`config.mk`:
```
export PLATFORM = sky130hd
export DESIGN_NAME = cond_exec_stage_flat
export DESIGN_NICKNAME = d
export VERILOG_FILES = /design/src/rtl/cond_pkg.sv /design/src/rtl/cond_exec_stage_if.sv /design/src/rtl/cond_check.sv /design/src/rtl/cond_exec_stage.sv /design/src/flat_wrapper.sv
export SDC_FILE = /design/constraint.sdc
export NUM_CORES = 1
export LEC_CHECK = 0
export CELL_PAD_IN_SITES_DETAIL_PLACEMENT = 0
export CELL_PAD_IN_SITES_GLOBAL_PLACEMENT = 1
export CORE_MARGIN = 2
export CORE_UTILIZATION = 30
export CTS_CLUSTER_SIZE = 10
export DETAILED_ROUTE_END_ITERATION = 8
export PLACE_DENSITY = 0.7
export SYNTH_ARGS = -nofsm -noshare
export SYNTH_HDL_FRONTEND = slang
export SYNTH_SLANG_ARGS = --single-unit
```
`constraint.sdc`:
```
create_clock -name clk -period 2 [get_ports clk]
set_input_delay 0.2 -clock clk [delete_from_list [all_inputs] [get_ports clk]]
set_output_delay 0.2 -clock clk [all_outputs]
set_load 0.05 [all_outputs]
```
`src/rtl/cond_pkg.sv`:
```
// Shared types and constants for the execute-stage condition logic.
package cond_pkg;

    localparam int COND_W = 4;

    // ARM condition codes; NV (4'hF) is reserved and never passes.
    typedef enum logic [3:0] {
        EQ = 4'h0, NE = 4'h1, CS = 4'h2, CC = 4'h3,
        MI = 4'h4, PL = 4'h5, VS = 4'h6, VC = 4'h7,
        HI = 4'h8, LS = 4'h9, GE = 4'hA, LT = 4'hB,
        GT = 4'hC, LE = 4'hD, AL = 4'hE, NV = 4'hF
    } cond_e;

    // Bit positions inside the {N,Z,C,V} flag vector.
    localparam int N_IDX = 3;
    localparam int Z_IDX = 2;
    localparam int C_IDX = 1;
    localparam int V_IDX = 0;

    localparam logic [1:0] ALU_ADD = 2'b00;
    localparam logic [1:0] ALU_SUB = 2'b01;
    localparam logic [1:0] ALU_AND = 2'b10;
    localparam logic [1:0] ALU_ORR = 2'b11;

    // Control bundle held in the decode->execute register.
    typedef struct packed {
        cond_e       cond;
        logic [1:0]  flagw;
        logic        pcs;
        logic        regw;
        logic        memw;
        logic        nowrite;
        logic        memtoreg;
        logic        alusrc;
        logic [1:0]  alucontrol;
    } ex_ctrl_t;

endpackage

```
`src/rtl/cond_exec_stage_if.sv`:
```
// Decode-side and execute-side signal bundle of the execute control stage.
interface cond_exec_stage_if;
    import cond_pkg::*;

    logic              d_valid;
    logic              d_ready;
    logic [COND_W-1:0] d_cond;
    logic [1:0]        d_flagw;
    logic              d_pcs;
    logic              d_regw;
    logic              d_memw;
    logic              d_nowrite;
    logic              d_memtoreg;
    logic              d_alusrc;
    logic [1:0]        d_alucontrol;
    logic [3:0]        alu_flags;
    logic              stall;
    logic              flush;
    logic              e_valid;
    logic              e_cond_ex;
    logic              e_pcsrc;
    logic              e_regwrite;
    logic              e_memwrite;
    logic              e_memtoreg;
    logic              e_alusrc;
    logic [1:0]        e_alucontrol;
    logic [3:0]        flags_q;

    // Pipeline/control side: drives the decode bundle and hazard controls.
    modport master (
        output d_valid, d_cond, d_flagw, d_pcs, d_regw, d_memw, d_nowrite,
               d_memtoreg, d_alusrc, d_alucontrol, alu_flags, stall, flush,
        input  d_ready, e_valid, e_cond_ex, e_pcsrc, e_regwrite, e_memwrite,
               e_memtoreg, e_alusrc, e_alucontrol, flags_q
    );

    // Execute stage itself.
    modport slave (
        input  d_valid, d_cond, d_flagw, d_pcs, d_regw, d_memw, d_nowrite,
               d_memtoreg, d_alusrc, d_alucontrol, alu_flags, stall, flush,
        output d_ready, e_valid, e_cond_ex, e_pcsrc, e_regwrite, e_memwrite,
               e_memtoreg, e_alusrc, e_alucontrol, flags_q
    );

endinterface

```
`src/rtl/cond_check.sv`:
```
// Combinational ARM condition evaluation against an {N,Z,C,V} flag vector.
module cond_check
    import cond_pkg::*;
#(
    parameter int COND_W = 4
) (
    input  logic [COND_W-1:0] cond,
    input  logic [3:0]        flags,
    output logic              cond_ex
);

    cond_e cond_code;
    logic  n, z, c, v;

    assign cond_code = cond_e'(cond);
    assign n = flags[N_IDX];
    assign z = flags[Z_IDX];
    assign c = flags[C_IDX];
    assign v = flags[V_IDX];

    // Decode the condition field into a pass/fail decision.
    always_comb begin
        cond_ex = 1'b0;
        case (cond_code)
            EQ:      cond_ex = z;
            NE:      cond_ex = ~z;
            CS:      cond_ex = c;
            CC:      cond_ex = ~c;
            MI:      cond_ex = n;
            PL:      cond_ex = ~n;
            VS:      cond_ex = v;
            VC:      cond_ex = ~v;
            HI:      cond_ex = c & ~z;
            LS:      cond_ex = ~c | z;
            GE:      cond_ex = (n == v);
            LT:      cond_ex = (n != v);
            GT:      cond_ex = ~z & (n == v);
            LE:      cond_ex = z | (n != v);
            AL:      cond_ex = 1'b1;
            default: cond_ex = 1'b0;   // NV: treated as a NOP
        endcase
    end

endmodule

```
`src/rtl/cond_exec_stage.sv`:
```
// Execute-stage control register, condition gating and NZCV flag register.
module cond_exec_stage
    import cond_pkg::*;
#(
    parameter logic [3:0] FLAGS_RST = 4'b0000,
    parameter int         COND_W    = 4
) (
    input  logic               clk,
    input  logic               reset_n,
    cond_exec_stage_if.slave   bus
);

    ex_ctrl_t          d_bundle;
    ex_ctrl_t          e_reg;
    logic              e_valid_reg;
    logic [3:0]        flags_reg;
    logic [COND_W-1:0] e_cond_bits;
    logic              cond_pass;
    logic              commit;

    // Pack the decoder outputs into the E-register layout.
    always_comb begin
        d_bundle            = '0;
        d_bundle.cond       = cond_e'(bus.d_cond);
        d_bundle.flagw      = bus.d_flagw;
        d_bundle.pcs        = bus.d_pcs;
        d_bundle.regw       = bus.d_regw;
        d_bundle.memw       = bus.d_memw;
        d_bundle.nowrite    = bus.d_nowrite;
        d_bundle.memtoreg   = bus.d_memtoreg;
        d_bundle.alusrc     = bus.d_alusrc;
        d_bundle.alucontrol = bus.d_alucontrol;
    end

    // Decode->execute register: flush beats stall, stall holds, otherwise capture.
    always_ff @(posedge clk or negedge reset_n) begin
        if (!reset_n) begin
            e_reg       <= '0;
            e_valid_reg <= 1'b0;
        end else if (bus.flush) begin
            e_reg       <= '0;
            e_valid_reg <= 1'b0;
        end else if (!bus.stall) begin
            e_reg       <= d_bundle;
            e_valid_reg <= bus.d_valid;
        end
    end

    assign e_cond_bits = e_reg.cond;

    cond_check #(
        .COND_W (COND_W)
    ) u_cond_check (
        .cond    (e_cond_bits),
        .flags   (flags_reg),
        .cond_ex (cond_pass)
    );

    // A live, passing instruction commits only in a non-stalled cycle.
    assign commit = e_valid_reg & cond_pass & ~bus.stall;

    // Architectural NZCV: N/Z and C/V pairs are written independently on commit.
    always_ff @(posedge clk or negedge reset_n) begin
        if (!reset_n) begin
            flags_reg <= FLAGS_RST;
        end else if (commit) begin
            if (e_reg.flagw[1]) begin
                flags_reg[N_IDX] <= bus.alu_flags[N_IDX];
                flags_reg[Z_IDX] <= bus.alu_flags[Z_IDX];
            end
            if (e_reg.flagw[0]) begin
                flags_reg[C_IDX] <= bus.alu_flags[C_IDX];
                flags_reg[V_IDX] <= bus.alu_flags[V_IDX];
            end
        end
    end

    assign bus.d_ready      = ~bus.stall;
    assign bus.e_valid      = e_valid_reg;
    assign bus.e_cond_ex    = e_valid_reg & cond_pass;
    assign bus.e_pcsrc      = commit & e_reg.pcs;
    assign bus.e_regwrite   = commit & e_reg.regw & ~e_reg.nowrite;
    assign bus.e_memwrite   = commit & e_reg.memw;
    assign bus.e_memtoreg   = e_reg.memtoreg;
    assign bus.e_alusrc     = e_reg.alusrc;
    assign bus.e_alucontrol = e_reg.alucontrol;
    assign bus.flags_q      = flags_reg;

endmodule
```
`src/flat_wrapper.sv`:
```
// flat-port wrapper written by rule: the top's interface ports become plain ports
module cond_exec_stage_flat import cond_pkg::*;
#(
    parameter logic [3:0] FLAGS_RST = 4'b0000,
    parameter int         COND_W    = 4
)
  (clk, reset_n, bus_d_valid, bus_d_cond, bus_d_flagw, bus_d_pcs, bus_d_regw, bus_d_memw, bus_d_nowrite, bus_d_memtoreg, bus_d_alusrc, bus_d_alucontrol, bus_alu_flags, bus_stall, bus_flush, bus_d_ready, bus_e_valid, bus_e_cond_ex, bus_e_pcsrc, bus_e_regwrite, bus_e_memwrite, bus_e_memtoreg, bus_e_alusrc, bus_e_alucontrol, bus_flags_q);
  cond_exec_stage_if bus_i ();
  input  logic clk;
  input  logic reset_n;
  input wire logic [$bits(bus_i.d_valid)-1:0] bus_d_valid;
  input wire logic [$bits(bus_i.d_cond)-1:0] bus_d_cond;
  input wire logic [$bits(bus_i.d_flagw)-1:0] bus_d_flagw;
  input wire logic [$bits(bus_i.d_pcs)-1:0] bus_d_pcs;
  input wire logic [$bits(bus_i.d_regw)-1:0] bus_d_regw;
  input wire logic [$bits(bus_i.d_memw)-1:0] bus_d_memw;
  input wire logic [$bits(bus_i.d_nowrite)-1:0] bus_d_nowrite;
  input wire logic [$bits(bus_i.d_memtoreg)-1:0] bus_d_memtoreg;
  input wire logic [$bits(bus_i.d_alusrc)-1:0] bus_d_alusrc;
  input wire logic [$bits(bus_i.d_alucontrol)-1:0] bus_d_alucontrol;
  input wire logic [$bits(bus_i.alu_flags)-1:0] bus_alu_flags;
  input wire logic [$bits(bus_i.stall)-1:0] bus_stall;
  input wire logic [$bits(bus_i.flush)-1:0] bus_flush;
  output wire logic [$bits(bus_i.d_ready)-1:0] bus_d_ready;
  output wire logic [$bits(bus_i.e_valid)-1:0] bus_e_valid;
  output wire logic [$bits(bus_i.e_cond_ex)-1:0] bus_e_cond_ex;
  output wire logic [$bits(bus_i.e_pcsrc)-1:0] bus_e_pcsrc;
  output wire logic [$bits(bus_i.e_regwrite)-1:0] bus_e_regwrite;
  output wire logic [$bits(bus_i.e_memwrite)-1:0] bus_e_memwrite;
  output wire logic [$bits(bus_i.e_memtoreg)-1:0] bus_e_memtoreg;
  output wire logic [$bits(bus_i.e_alusrc)-1:0] bus_e_alusrc;
  output wire logic [$bits(bus_i.e_alucontrol)-1:0] bus_e_alucontrol;
  output wire logic [$bits(bus_i.flags_q)-1:0] bus_flags_q;
  assign bus_i.d_valid = bus_d_valid;
  assign bus_i.d_cond = bus_d_cond;
  assign bus_i.d_flagw = bus_d_flagw;
  assign bus_i.d_pcs = bus_d_pcs;
  assign bus_i.d_regw = bus_d_regw;
  assign bus_i.d_memw = bus_d_memw;
  assign bus_i.d_nowrite = bus_d_nowrite;
  assign bus_i.d_memtoreg = bus_d_memtoreg;
  assign bus_i.d_alusrc = bus_d_alusrc;
  assign bus_i.d_alucontrol = bus_d_alucontrol;
  assign bus_i.alu_flags = bus_alu_flags;
  assign bus_i.stall = bus_stall;
  assign bus_i.flush = bus_flush;
  assign bus_d_ready = bus_i.d_ready;
  assign bus_e_valid = bus_i.e_valid;
  assign bus_e_cond_ex = bus_i.e_cond_ex;
  assign bus_e_pcsrc = bus_i.e_pcsrc;
  assign bus_e_regwrite = bus_i.e_regwrite;
  assign bus_e_memwrite = bus_i.e_memwrite;
  assign bus_e_memtoreg = bus_i.e_memtoreg;
  assign bus_e_alusrc = bus_i.e_alusrc;
  assign bus_e_alucontrol = bus_i.e_alucontrol;
  assign bus_flags_q = bus_i.flags_q;
  cond_exec_stage #(.FLAGS_RST(FLAGS_RST), .COND_W(COND_W)) u_core (.clk(clk), .reset_n(reset_n), .bus(bus_i));
endmodule
```
[After elaboration in Yosys (flattened, before gate mapping)]
Index checks and enable logic that the tools add are counted.
Storage, ports and cells
  flip-flop bits (word level): 19
  bits of input ports: 23
  output and inout port bits: 14
Cells by class
  eq/ne operators: 17
  muxes and demuxes: 5
  bitwise operators: 16
  reductions and logical operators: 3
Operators by type and width (number)
  $eq 4x4->1 const B: 7
  $mux 14: 2
  $eq 4x3->1 const B: 4
  $pmux 1 s15: 1
  $and 1x1->1: 8
  $eq 4x2->1 const B: 2
  $not 1->1: 6
  $eq 4x1->1 const B: 1
  $logic_not 4->1: 1
  $reduce_and 2->1: 2
  $mux 1: 2
  $ne 2x1->1 const B: 1
  $or 1x1->1: 2
  $eq 1x1->1: 1
  $ne 1x1->1: 1

[Longest topological paths before layout]
Gate-level depths: netlist of the first run.
  depth in word-level cells: 7
  gate-level depth with buffers: 6

[Modules after synthesis]
Synthesis of the first run repeated with hierarchy kept, for this count alone.
Second synthesis, totals
  cells, all modules: 93
  area, all modules: 1011.0 µm²
Modules (own cells, without submodules)
  cond_exec_stage: instances 1, cells an instance 65, area an instance 817.0 µm², sequential area each 475.5 µm²
  cond_check: instances 1, cells an instance 28, area an instance 193.9 µm², sequential area each 0.0 µm²

[Worst setup path before layout of the first run]
Ideal clock, no wire load.
  path type: register to output
  start point: register u_core.flags_reg[0], in the netlist u_core.bus.flags_q[0]
  end point: output port bus_e_cond_ex
  arrival: 2.405 ns
  required time: 1.800 ns
  setup slack: -0.605 ns
  stages on the path, launching flop included: 5
  path buffers: 0
  path through: dfrtp_1 > xnor2_1 > nor4b_1 > o311ai_4 > a31oi_1
On the way
  cells in the longest elaborated chain, start to end: 4
Ends and longest elaborated chain
  start, declared: line cond_exec_stage.sv:16  | logic [3:0] flags_reg;
  start signal, assigned by index: line cond_exec_stage.sv:68  | flags_reg[N_IDX] <= bus.alu_flags[N_IDX];
  start signal, assigned by index: line cond_exec_stage.sv:69  | flags_reg[Z_IDX] <= bus.alu_flags[Z_IDX];
  start signal, assigned by index: line cond_exec_stage.sv:72  | flags_reg[C_IDX] <= bus.alu_flags[C_IDX];
  $ne 1x1->1 / $eq 1x1->1 (equally long branches)
  $or 1x1->1 / $and 1x1->1 (equally long branches): line cond_check.sv:38, cond_check.sv:37
  $pmux 1 s15 *: line cond_check.sv:24  | case (cond_code)
  $and 1x1->1 *: line cond_exec_stage.sv:80  | assign bus.e_cond_ex = e_valid_reg & cond_pass;
  end, declared: line flat_wrapper.sv:26  | output wire logic [$bits(bus_i.e_cond_ex)-1:0] bus_e_cond_ex;
Mark *: on every way between the ends. The rest lies on a longest branch, timed or not.

[Worst setup path in the final report of the first run]
  start point: register u_core.flags_reg[3], in the netlist u_core.bus.flags_q[3]
  end point: output port bus_e_regwrite
On the way
  cells in the longest elaborated chain, start to end: 7
Ends and longest elaborated chain
  $ne 1x1->1 / $eq 1x1->1 (equally long branches)
  $or 1x1->1 / $and 1x1->1 (equally long branches): line cond_check.sv:38, cond_check.sv:37
  $pmux 1 s15 *: line cond_check.sv:24
  $and 1x1->1 * (2 in a row): line cond_exec_stage.sv:60  | assign commit = e_valid_reg & cond_pass & ~bus.stall;
  $and 1x1->1 * (2 in a row): line cond_exec_stage.sv:82  | assign bus.e_regwrite = commit & e_reg.regw & ~e_reg.nowrite;
  end, declared: line flat_wrapper.sv:28  | output wire logic [$bits(bus_i.e_regwrite)-1:0] bus_e_regwrite;
Marks and branches as above.

==> results of run 1 <==
-- how the worst max path moves through the flow --
stage	slack, ps	depth (start not counted)	end	startpoint
2_1_floorplan	-240	5	bus_e_regwrite	u_core.bus.flags_q[3]
3_3_place_gp	-200	6	bus_e_regwrite	u_core.bus.flags_q[3]
3_5_place_dp	-220	6	bus_e_regwrite	u_core.bus.flags_q[3]
4_1_cts	-550	6	bus_e_regwrite	u_core.bus.flags_q[3]
5_1_grt	-590	6	bus_e_regwrite	u_core.bus.flags_q[3]
6_report	-500	6	bus_e_regwrite	u_core.bus.flags_q[3]
-- cell families (layout without fill, tap and decap cells) --
logic type,count (synthesis),after routing,share of synthesized area [%]
compound gates,13,13,11.0
xor+xnor,2,2,1.62
buf+inv,10,62,5.33
flops,19,19,44.0
mux,21,21,19.9
simple gates,36,36,18.1
-- metrics by stage --
step / hold slack (ps) / util (%) / cells / power (mW) / setup slack (ps)
after floorplan: -95.6 / - / 101 / 0.578 / -245
after global placement: 505 / 48.4 / 193 / 0.703 / -196
after detailed placement: 514 / 48.4 / 193 / 0.708 / -220
after CTS: 228 / 49.8 / 199 / 0.906 / -546
after global routing: 233 / 50.7 / 199 / 0.959 / -591
final: 232 / 50.7 / 199 / 0.897 / -495
-- cell type report --
| cell class | count | share of cell area, % |
|---|---|---|
| clock buffers | 4 | 1.53 |
| inverters | 2 | 0.437 |
| multi-input cells | 72 | 35.0 |
| flip-flops and latches | 19 | 27.8 |
| well taps | 46 | 3.35 |
| repair buffers | 56 | 31.9 |
-- synth_stat cells --
master,count,area (sq um)
o21ai_0,3,15.0
mux2i_1,17,170
o32ai_1,1,8.76
inv_1,2,7.51
clkbuf_1,3,11.3
nand3_1,1,5.00
and2_2,1,7.51
o311ai_4,1,26.3
nand4b_1,1,8.76
a311oi_2,2,30.0
buf_4,3,22.5
nand2_1,3,11.3
a31oi_1,4,25.0
nand2b_1,4,25.0
buf_2,1,5.00
nor3b_1,1,7.51
or4b_1,1,10.0
and3b_1,1,8.76
or2b_1,1,7.51
and2_1,2,12.5
a21oi_1,1,5.00
mux2_1,4,45.0
dfrtp_1,19,475
a2bb2oi_1,1,8.76
buf_6,1,11.3
nor4b_1,1,8.76
nand3b_1,3,22.5
nor2_1,16,60.1
xnor2_1,2,17.5
-- power by group through the flow --
stage                     Sequential (mW)  Clock, mW  Combinational, mW
after floorplan                     0.468          0              0.110
after global placement              0.437          0              0.266
after detailed placement            0.438          0              0.271
after CTS                           0.431      0.198              0.277
after global routing                0.436      0.222              0.301
final                               0.432      0.184              0.281
-- worst max-delay path: stages, from the launching register on --
cell and delay, ps:
dfrtp_2 450, or4b_4 540, a311oi_2 240, a31oi_2 80
a311oi_2 290, and3b_2 270, buf_12 140
-- layer usage --
layer	share of wire (%)	vias up	track usage [%]
met1	43	444	17.6
met5	0	-	0
li1	-	459	-
met4	0.52	0	4.89
met2	51	23	25.0
met3	5.1	2	2.46
-- timing repair --
item                                    4_1_cts  5_1_grt
pin swaps                                     1        3
hold buffers                                  0        0
endpoints found under the setup margin        8        8
buffers inserted                              2        0
gates resized for setup                       2        6
==> impl_metrics.yaml, run 1 <==
cts:
  clk_pin_slew_worst_paths_ps: 100
  clock-root-buffer: "clkbuf_4"
  clkLatencyLatePin_ps: 280
  cts_max_path_buffers: 2
  ctsHtreeMaxLevel: 1
  cts_inserted_buffers: 3
  numClockSinks: 19
  clock_tree_from_tritoncts: "yes"
floorplanning:
  row_count: 21
  die_height_microns: 64.0
  top_level_ports: 37
  start_util_pct: 31.9
  fp.dieW_microns: 64.0
  die_area_sq_mm: 0.00410
  coreArea_sq_mm: 0.00339
yosys:
  ys_seq_elements: 19
  number_of_library_cell_types_mapped_by_synthesis: 29
  yosysSeqAreaShare_pct: 44.0
  synth_area_per_cell_sq_um: 10.7
  yosysWarningCount: 0
  netlist_area_sq_mm: 0.00108
  postSynthCellCount: 101
  synth_nets: 124
global_route:
  grt_max_degree: 20
  all_layer_gr_usage_pct: 14.3
  grt_antenna_before_repair: 0
  grt_overflow: 0
  wire_length_of_the_first_global_routing_pass_microns: 4600
  first_global_vias: 1007
route:
  viasPerCell: 4.66
  route.vias.total: 928
  first_pass_drt_iterations: 4
  drt_drc_violations_left: 0
  wire_per_inst_microns: 13.4
  wirelength_microns: 2670
  final_antenna_net_count: 0
  detailedRoute.firstIterationViolations: 39
sta:
  max_slew_margin_pct: 63.5
  worst_path_setup_slack_after_routing_ps: -495
  fmaxAchievable_mhz: 401
  final_max_slew_viol_count: 0
  min_period_ps: 2500
  setup_tns_ps: -2420
  final-setup-viol-count: 8
  hold_violations: 0
  fin_crit_sh_pct: 125
  skew_ps: 3.09
  grt_setup_unrepaired: "yes"
  least_margin_pin_slew_ps: 545
critical_path:
  reg2reg_start: "u_core.bus.flags_q[3]"
  timing.critical_path.arrival_ps: 2300
  timing.critical_path.required_ps: 1800
  worst-path-max-fanout: 4
  worst-r2r-cell-count: 6
  r2r_end: "u_core.bus.flags_q[0]"
  ff2ff_setup_slack_ps: -170
  critPathCaptureType: "output port"
  worst-setup-path-type: "register to output port"
  critPathLaunchType: "register"
min_path:
  hold_class: "input pin to asynchronous set/reset pin"
cells_and_area:
  final_design_area_no_fill_sq_mm: 0.00172
  num-nets-final: 177
  nFillCells: 309
  combined_area_of_the_multi_input_logic_cells_sq_um: 602
  n_antenna_cell: 0
  register_area_sq_um: 478
  syn_to_final_growth_pct: 59.2
  flip_flop_count_of_the_largest_register_all_copies_and_words_added: 6
  fraction_of_final_layout_cells_with_drive_strength_greater_than_1_pct: 29.4
  final_cell_mix: "31 x clkdlybuf4s50_1, 21 x buf_4, 17 x mux2i_1, 17 x dfrtp_1, 16 x nor2_1"
  layout_commonest_cell: "clkdlybuf4s50_1"
pwr:
  netSwitchingPower_uw: 270
  switching_share_pct: 30.1
  power.density_cell_area_mw_per_mm2: 522
  p_int_uw: 628
  vdd_drop_max_v: 0.000416
  pwr-share-seq_pct: 48.1
  power_frac_comb_pct: 31.3
  clock_power_share_pct: 20.5
  p_leak_nw: 0.740
placement:
  place_hpwl_microns: 2160
  gpl.final_weighted_congestion: 0.761
  placed_area_sq_mm: 0.00164
  io_buffer_count: 36
status:
  outcome: "complete, but fails checks"
  failed_checks: "negative setup slack"
flow_run:
  max_cap_violations: 0
(Power assumes the default switching activity.)
==> run 2, diff against run 1 <==
ABC_CLOCK_PERIOD_IN_PS = 2000   (was unset)
==> results of run 2 <==
Final layout, timing and power as in run 1 (identical DEF).
==> run 3, diff against run 2 <==
CORE_UTILIZATION = 41   (was 30)
DONT_BUFFER_PORTS = 1   (was unset)
PLACE_DENSITY = 0.68   (was 0.7)
==> impl_metrics.yaml, run 3 (synthesis gave the netlist of run 1 again) <==
status:
  outcome: "complete, but fails checks"
  failed_checks: "negative setup slack"
floorplanning:
  die_area_sq_mm: 0.00306
  coreArea_sq_mm: 0.00248
  fp.dieW_microns: 55.3
  start_util_pct: 43.6
  top_level_ports: 37
  row_count: 18
  die_height_microns: 55.3
flow_run:
  max_cap_violations: 0
sta:
  fmaxAchievable_mhz: 397
  max_slew_margin_pct: 43.1
  min_period_ps: 2520
  fin_crit_sh_pct: 126
  final-setup-viol-count: 8
  grt_setup_unrepaired: "yes"
  hold_violations: 0
  least_margin_pin_slew_ps: 851
  final_max_slew_viol_count: 0
  skew_ps: 1.56
  worst_path_setup_slack_after_routing_ps: -517
critical_path:
  worst-setup-path-type: "register to output port"
  timing.critical_path.arrival_ps: 2320
  critPathCaptureType: "output port"
  critPathLaunchType: "register"
  worst-path-max-fanout: 3
  timing.critical_path.required_ps: 1800
global_route:
  wire_length_of_the_first_global_routing_pass_microns: 4370
  grt_overflow: 0
  grt_antenna_before_repair: 0
  first_global_vias: 876
  grt_max_degree: 20
  all_layer_gr_usage_pct: 18.1
pwr:
  vdd_drop_max_v: 0.000476
  p_leak_nw: 0.645
  power.density_cell_area_mw_per_mm2: 595
cells_and_area:
  nFillCells: 209
  final_cell_count_no_fill: 156
  layout_commonest_cell: "buf_4"
  syn_to_final_growth_pct: 35.3
  final_core_utilization_pct: 59.0
  fraction_of_final_layout_cells_with_drive_strength_greater_than_1_pct: 42.9
  final_cell_mix: "25 x buf_4, 17 x dfrtp_1, 16 x mux2i_1, 16 x nor2_1"
  n_antenna_cell: 0
  num-nets-final: 150
  flip_flop_count_of_the_largest_register_all_copies_and_words_added: 6
placement:
  numPlacedInstances: 145
  gpl.final_weighted_congestion: 0.781
  io_buffer_count: 0
  place_hpwl_microns: 1810
route:
  wirelength_microns: 2430
  final_antenna_net_count: 0
  detailedRoute.firstIterationViolations: 17
  first_pass_drt_iterations: 4
  route.vias.total: 824
  drt_drc_violations_left: 0
  wire_per_inst_microns: 15.6
  viasPerCell: 5.28
min_path:
  hold_class: "input pin to register"
cts:
  cts_max_path_buffers: 2
  clock-root-buffer: "clkbuf_4"
  cts_inserted_buffers: 3
  clock_tree_from_tritoncts: "yes"
  numClockSinks: 19
  clkLatencyLatePin_ps: 290
  clk_pin_slew_worst_paths_ps: 110
  ctsHtreeMaxLevel: 1
run 3: power breakdown:
group          internal (mW)  switching (mW)
Sequential             0.408          0.0411
Clock                 0.0776           0.118
Combinational          0.109           0.116
run 3: repair_timing:
item | CTS | global route
hold endpoints to repair | 34 | 0
gates resized for setup | 14 | 6
buffers inserted | 4 | 3
pin swaps | 4 | 5
hold buffers | 2 | 0
endpoints found under the setup margin | 8 | 8
run 3: stage by stage:
step | total power [mW] | hold WS [ps] | setup slack (ps) | setup TNS [ps] | area, sq um
after floorplan | 0.578 | -95.6 | -245 | -1230 | 1100
after global placement | 0.619 | -95.2 | -270 | -1700 | 1260
after detailed placement | 0.619 | -95.3 | -260 | -1650 | 1260
after CTS | 0.851 | 40.0 | -495 | -2570 | 1400
after global routing | 0.921 | 22.1 | -591 | -3040 | 1460
final | 0.869 | 48.8 | -517 | -2500 | 1460
run 3: per-layer routing:
layer	up-vias	routed length (microns)	GRT usage, %
li1	408	-	-
met1	387	1150	25.3
met2	27	1150	27.9
met3	2	113	4.22
met4	0	15	5.23
met5	-	0	0
run 3: path summary, 6_finish.rpt:
path                                    endpoint                  start  slack, ps  cells after the start
min in group asynchronous  u_core.e_cond_bits[0]                reset_n        450                      1
setup reg to reg           u_core.bus.flags_q[0]  u_core.bus.flags_q[3]       -220                      7
hold reg to reg                  u_core.e_reg[6]        u_core.e_reg[6]        530                      2
setup / recovery                     bus_e_pcsrc  u_core.bus.flags_q[3]       -520                      6
hold / removal             u_core.bus.flags_q[1]       bus_alu_flags[1]         50                      1
max in group asynchronous  u_core.bus.flags_q[0]                reset_n        970                      1
run 3: cell type report:
type	instances	area, sq um	area share, %
Timing Repair Buffer	29	239	16.4
Clock buffer	4	26.3	1.80
Sequential cell	19	478	32.7
Multi-Input combinational cell	72	673	46.1
Inverter	2	7.51	0.514
Tap cell	30	37.5	2.57
run 3: critical path: stages (launching register included):
cell and delay [ps]:
dfrtp_2 450, or4b_4 540, a311oi_2 250, a31oi_2 80, a311oi_2 310, buf_4 170, and2_4 230
